$ cat src/rtl/divider_if.sv
// Handshake and operand/result bundle between the EX-stage issue logic and the divider.
interface divider_if #(
  parameter int unsigned WIDTH = 32
);
  logic             start;
  logic             is_signed;
  logic [WIDTH-1:0] X;
  logic [WIDTH-1:0] Y;
  logic [WIDTH-1:0] Q;
  logic [WIDTH-1:0] R;
  logic             BUSY;
  logic             DONE;
  logic             DIV0;

  modport master (
    output start, is_signed, X, Y,
    input  Q, R, BUSY, DONE, DIV0
  );

  modport slave (
    input  start, is_signed, X, Y,
    output Q, R, BUSY, DONE, DIV0
  );
endinterface

$ cat src/rtl/divider.sv
// Sequential restoring divider: signed/unsigned quotient and remainder in a fixed 33 cycles,
// with divide-by-zero flagged and the remainder taking the sign of the dividend.
module divider #(
  parameter int unsigned WIDTH = 32
) (
  input  logic     clk,
  input  logic     rst,
  divider_if.slave bus
);

  localparam int unsigned CW = $clog2(WIDTH) + 1;

  typedef enum logic [1:0] {IDLE, EXECUTE, FIXUP, FINISH} state_e;

  state_e           state_q;
  logic [WIDTH-1:0] p_q;
  logic [WIDTH-1:0] dvd_q;
  logic [WIDTH-1:0] dvs_q;
  logic [WIDTH-1:0] x_q;
  logic [WIDTH-1:0] quo_q;
  logic [WIDTH-1:0] rem_q;
  logic [CW-1:0]    cnt_q;
  logic             neg_q_q;
  logic             neg_r_q;
  logic             zero_q;
  logic             busy_q;
  logic             done_q;
  logic             div0_q;

  logic [WIDTH:0]   p_shift;
  logic [WIDTH:0]   trial;
  logic [WIDTH-1:0] x_mag;
  logic [WIDTH-1:0] y_mag;

  // The stored partial remainder never exceeds the divisor, so its 33rd bit is
  // always zero and only WIDTH bits are kept; the shifted value keeps the carry.
  always_comb begin
    p_shift = {p_q, dvd_q[WIDTH-1]};
    trial   = p_shift - {1'b0, dvs_q};
    x_mag   = (bus.is_signed && bus.X[WIDTH-1]) ? (~bus.X + WIDTH'(1)) : bus.X;
    y_mag   = (bus.is_signed && bus.Y[WIDTH-1]) ? (~bus.Y + WIDTH'(1)) : bus.Y;
  end

  always_ff @(posedge clk) begin
    if (rst) begin
      state_q <= IDLE;
      p_q     <= '0;
      dvd_q   <= '0;
      dvs_q   <= '0;
      x_q     <= '0;
      quo_q   <= '0;
      rem_q   <= '0;
      cnt_q   <= '0;
      neg_q_q <= 1'b0;
      neg_r_q <= 1'b0;
      zero_q  <= 1'b0;
      busy_q  <= 1'b0;
      done_q  <= 1'b0;
      div0_q  <= 1'b0;
    end else begin
      case (state_q)
        IDLE: begin
          if (bus.start) begin
            neg_q_q <= bus.is_signed & (bus.X[WIDTH-1] ^ bus.Y[WIDTH-1]);
            neg_r_q <= bus.is_signed & bus.X[WIDTH-1];
            dvd_q   <= x_mag;
            dvs_q   <= y_mag;
            x_q     <= bus.X;
            zero_q  <= (bus.Y == '0);
            p_q     <= '0;
            cnt_q   <= '0;
            busy_q  <= 1'b1;
            state_q <= EXECUTE;
          end
        end
        EXECUTE: begin
          if (!trial[WIDTH]) begin
            p_q   <= trial[WIDTH-1:0];
            dvd_q <= {dvd_q[WIDTH-2:0], 1'b1};
          end else begin
            p_q   <= p_shift[WIDTH-1:0];
            dvd_q <= {dvd_q[WIDTH-2:0], 1'b0};
          end
          cnt_q <= cnt_q + CW'(1);
          if (cnt_q == CW'(WIDTH - 1)) begin
            state_q <= FIXUP;
          end
        end
        FIXUP: begin
          if (zero_q) begin
            quo_q <= '1;
            rem_q <= x_q;
          end else begin
            quo_q <= neg_q_q ? (~dvd_q + WIDTH'(1)) : dvd_q;
            rem_q <= neg_r_q ? (~p_q + WIDTH'(1)) : p_q;
          end
          div0_q  <= zero_q;
          done_q  <= 1'b1;
          state_q <= FINISH;
        end
        FINISH: begin
          done_q  <= 1'b0;
          busy_q  <= 1'b0;
          state_q <= IDLE;
        end
        default: state_q <= IDLE;
      endcase
    end
  end

  assign bus.Q    = quo_q;
  assign bus.R    = rem_q;
  assign bus.BUSY = busy_q;
  assign bus.DONE = done_q;
  assign bus.DIV0 = div0_q;

endmodule

$ cat src/flat_wrapper.sv
// flat-port wrapper written by rule: the top's interface ports become plain ports
module divider_flat 
#(
  parameter int unsigned WIDTH = 32
)
  (clk, rst, bus_start, bus_is_signed, bus_X, bus_Y, bus_Q, bus_R, bus_BUSY, bus_DONE, bus_DIV0);
  divider_if #(.WIDTH(WIDTH)) bus_i ();
  input  logic clk;
  input  logic rst;
  input wire logic [$bits(bus_i.start)-1:0] bus_start;
  input wire logic [$bits(bus_i.is_signed)-1:0] bus_is_signed;
  input wire logic [$bits(bus_i.X)-1:0] bus_X;
  input wire logic [$bits(bus_i.Y)-1:0] bus_Y;
  output wire logic [$bits(bus_i.Q)-1:0] bus_Q;
  output wire logic [$bits(bus_i.R)-1:0] bus_R;
  output wire logic [$bits(bus_i.BUSY)-1:0] bus_BUSY;
  output wire logic [$bits(bus_i.DONE)-1:0] bus_DONE;
  output wire logic [$bits(bus_i.DIV0)-1:0] bus_DIV0;
  assign bus_i.start = bus_start;
  assign bus_i.is_signed = bus_is_signed;
  assign bus_i.X = bus_X;
  assign bus_i.Y = bus_Y;
  assign bus_Q = bus_i.Q;
  assign bus_R = bus_i.R;
  assign bus_BUSY = bus_i.BUSY;
  assign bus_DONE = bus_i.DONE;
  assign bus_DIV0 = bus_i.DIV0;
  divider #(.WIDTH(WIDTH)) u_core (.clk(clk), .rst(rst), .bus(bus_i));
endmodule
$ cat config.mk
export PLATFORM = sky130hd
export DESIGN_NAME = divider_flat
export DESIGN_NICKNAME = d
export VERILOG_FILES = /design/src/rtl/divider_if.sv /design/src/rtl/divider.sv /design/src/flat_wrapper.sv
export SDC_FILE = /design/constraint.sdc
export NUM_CORES = 1
export LEC_CHECK = 0
export BUFFER_PORTS_ARGS = -buffer_cell sky130_fd_sc_hd__clkbuf_2
export CORE_MARGIN = 8
export CORE_UTILIZATION = 25
export CTS_BUF_LIST = sky130_fd_sc_hd__clkbuf_8
export DETAILED_ROUTE_END_ITERATION = 10
export SKIP_LAST_GASP = 1
export SYNTH_ARGS = -nofsm -noshare
export SYNTH_HDL_FRONTEND = slang
export SYNTH_SLANG_ARGS = --single-unit
$ cat constraint.sdc
create_clock -name clk -period 4.3 [get_ports clk]
set_input_delay 0.86 -clock clk [delete_from_list [all_inputs] [get_ports clk]]
set_output_delay 0.86 -clock clk [all_outputs]
set_load 0.1 [all_outputs]
==> metrics.csv <==
metric,value,unit
vias,11366,
finalCoreUtilization,29.6,%
yosys-top-cells-area,"dfxtp_1, nand2_1, xnor2_1, nor2_1, o21ai_0",
finalCriticalPeriod,3.65,ns
yosys_register_bits,206,
ant_nets,0,
clk_latency,0.55,ns
antenna_found_initial,2,
cap_violations,0,
grt_pass1_wl,60000,um
fin_crit_sh,84.8,%
end_kind,flip-flop,
rows,80,
yosysTopAreaCell,dfxtp_1,
post-cts-setup-buffers,0,
clk_pin_slew,0.06,ns
min-delay-path-class,flip-flop to flip-flop,
powerDensity,638,mW/mm^2
async_flop_share,0,%
gp_congestion,0.840,
wl_per_cell,16.7,um
die-area,0.0555,sq mm
total_power,0.00899,W
max_slew.worst_pin.slew,1.01,ns
initialDrtViolationCount,806,
numClockSinks,206,
final_nets,1746,
synth_ff_type,dfxtp_1,
hpwl,28700,um
fillers,5158,
grt-ovfl-total,0,
synth_cell_type_count,64,
placed_area,0.0133,sq mm
crit_path_start_kind,flip-flop,
initial_core_util,25.3,%
ys_warn_count,0,
drive_gt1_share,13.8,%
slew_viol_final,0,
grt_max_degree,89,
cts_tree,built,
required,4.72,ns
tns,0,ns
status,"finished, final reports clean",
cp_data_arrival_time,4.06,ns
drc_errors,0,
crit_path_max_fanout,23,
cp_slowest_stage_delay,0.51,ns
yosysSeqAreaShare,34.2,%
fin_worst_skew,0.0204,ns
die_x,236,um
maxSlewHeadroom,32.5,%
cts_resized,0,
numCtsBuffers,39,
syn-cell-area,0.0121,sq mm
cts_hold_buf,0,
path_class,flip-flop to flip-flop,
synth_edf_count,0,
core_area,0.0476,sq mm
syn-instance-count,1544,
synth.avg_cell_area,7.81,sq um
synth_top_area_share,34.2,%
rsz0062_at_grt,false,
grt_use_total,13.1,%
final_cell_area,0.0141,sq mm
cts_max_path_buffers,3,
syn_nets,1654,
wl,38100,um
die_h,236,um
io_buffers,134,
hold_viol,0,
vdd_ir_drop_max,0.202,mV
cts-root-buf,clkbuf_8,
whs,0.456,ns
cp_slowest_cell,dfxtp_1,
dr.pass1.iters,5,
leakagePower,5.58,nW
cts_max_level,2,
crit_chain,ha_1 > a21o_1 > or3_1 > nor3_1 > nor4_1 > o311ai_0 > and3_1 > nor2_2 > buf_4 > a222oi_1 > nor2_1,
first_global_vias,10584,
vias_per_cell,4.98,
max_freq,0.274,GHz
syn2layout_area_growth,16.8,%
ios,135,
setup_viol,0,
[path summary, 6_finish.rpt]
check                                   start                      endpoint  slack [ns]  cells after the start
setup reg to reg   u_core.p_q[8]$_SDFFE_PP0P_  u_core.dvd_q[0]$_SDFFE_PP0P_        0.65                     11
hold reg to reg   u_core.x_q[18]$_SDFFE_PP0P_   u_core.x_q[18]$_SDFFE_PP0P_        0.46                      2
hold / removal    u_core.x_q[18]$_SDFFE_PP0P_   u_core.x_q[18]$_SDFFE_PP0P_        0.46                      2
setup / recovery   u_core.p_q[8]$_SDFFE_PP0P_  u_core.dvd_q[0]$_SDFFE_PP0P_        0.65                     11
[critical path, delay by kind of cell, from the launching register on]
family / cells / cell delay, ns
compound gates: 3 / 1.06
flops: 1 / 0.51
buf+inv: 1 / 0.27
fa+ha+maj: 1 / 0.36
simple gates: 6 / 1.32
[per-stage QoR]
| stage | cells | setup slack, ns |
|---|---|---|
| floorplan | 1544 | 1.11 |
| global placement | 2210 | 0.649 |
| detailed placement | 2210 | 0.680 |
| CTS | 2279 | 0.650 |
| global route | 2281 | 0.388 |
| finish | 2281 | 0.654 |
[cell families after synthesis]
logic type                 count (synthesis)  synth area share [%]
and+or+nand+nor                          524                  19.2
xor gates and xnor gates                 139                  10.1
buffers and inverters                    159                  5.03
adders and majority gates                 42                  4.42
DFF                                      206                  34.2
muxes                                     43                  3.57
AOI/OAI and AO/OA                        431                  23.5
[flip-flops by register name, indices dropped and copies added (netlist names)]
register and count:
u_core.p_q 32, u_core.zero_q 1, u_core.neg_r_q 1, u_core.bus.R 32
u_core.bus.BUSY 1, u_core.state_q 2, u_core.dvs_q 32, u_core.dvd_q 32
u_core.cnt_q 6, u_core.neg_q_q 1, u_core.bus.Q 32, u_core.x_q 32
u_core.bus.DIV0 1, u_core.bus.DONE 1
[placed cells by master, fill, tap and decap left out, types with 30 or more instances in the layout]
cell type	Yosys	final
dfxtp_1	206	205
nand2_1	193	193
nor2_1	185	183
clkbuf_2	0	133
o21ai_0	106	106
a21oi_1	102	102
xnor2_1	80	80
inv_1	61	70
xor2_1	59	59
clkbuf_8	0	49
mux2i_1	43	43
ha_1	41	40
a211oi_1	34	34
a222oi_1	31	31
o22ai_1	30	30
[cell type report]
type | instances | area, sq um | area share, %
Multi-Input combinational cell | 1179 | 7340 | 52.1
Sequential cell | 206 | 4130 | 29.3
Timing Repair Buffer | 149 | 798 | 5.67
Tap cell | 615 | 769 | 5.46
Clock buffer | 49 | 674 | 4.79
Inverter | 61 | 229 | 1.63
Clock inverter | 20 | 148 | 1.05
Antenna cell | 2 | 5.00 | 0.0355
[metal layers]
metal / track usage (%) / routed length [um] / vias up
met4: 3.45 / 694 / 0
met1: 18.3 / 18500 / 5272
met2: 20.3 / 16600 / 325
met3: 2.46 / 2210 / 48
li1: - / - / 5721
met5: 0 / 0 / -
[Yosys cell counts (5+ instances only)]
master,instances
a22o_1,6
inv_1,61
clkbuf_1,87
nand2b_1,9
or3_1,17
and3_1,6
or4_1,11
a21o_1,16
nand2_1,193
buf_1,8
mux2i_1,43
xor2_1,59
or2_2,7
o21bai_1,5
and2_1,10
a222oi_1,31
a32oi_1,9
nor2_1,185
nor2b_1,6
ha_1,41
o31ai_1,27
o211ai_1,8
a311oi_1,9
o21ai_0,106
a21oi_1,102
a211oi_1,34
a31oi_1,8
o22ai_1,30
nor4_1,14
dfxtp_1,206
o41ai_1,14
xnor2_1,80
nand3_1,24
nor3_1,24
[power by group]
group          internal [W]  switching, W  leakage (nW)  total [W]
registers           0.00233      0.000359          1.68    0.00269
logic               0.00129       0.00298          3.44    0.00427
clock network       0.00115      0.000881         0.462    0.00203
total               0.00477       0.00422          5.58    0.00899
Power figures use the tool's default switching activity.
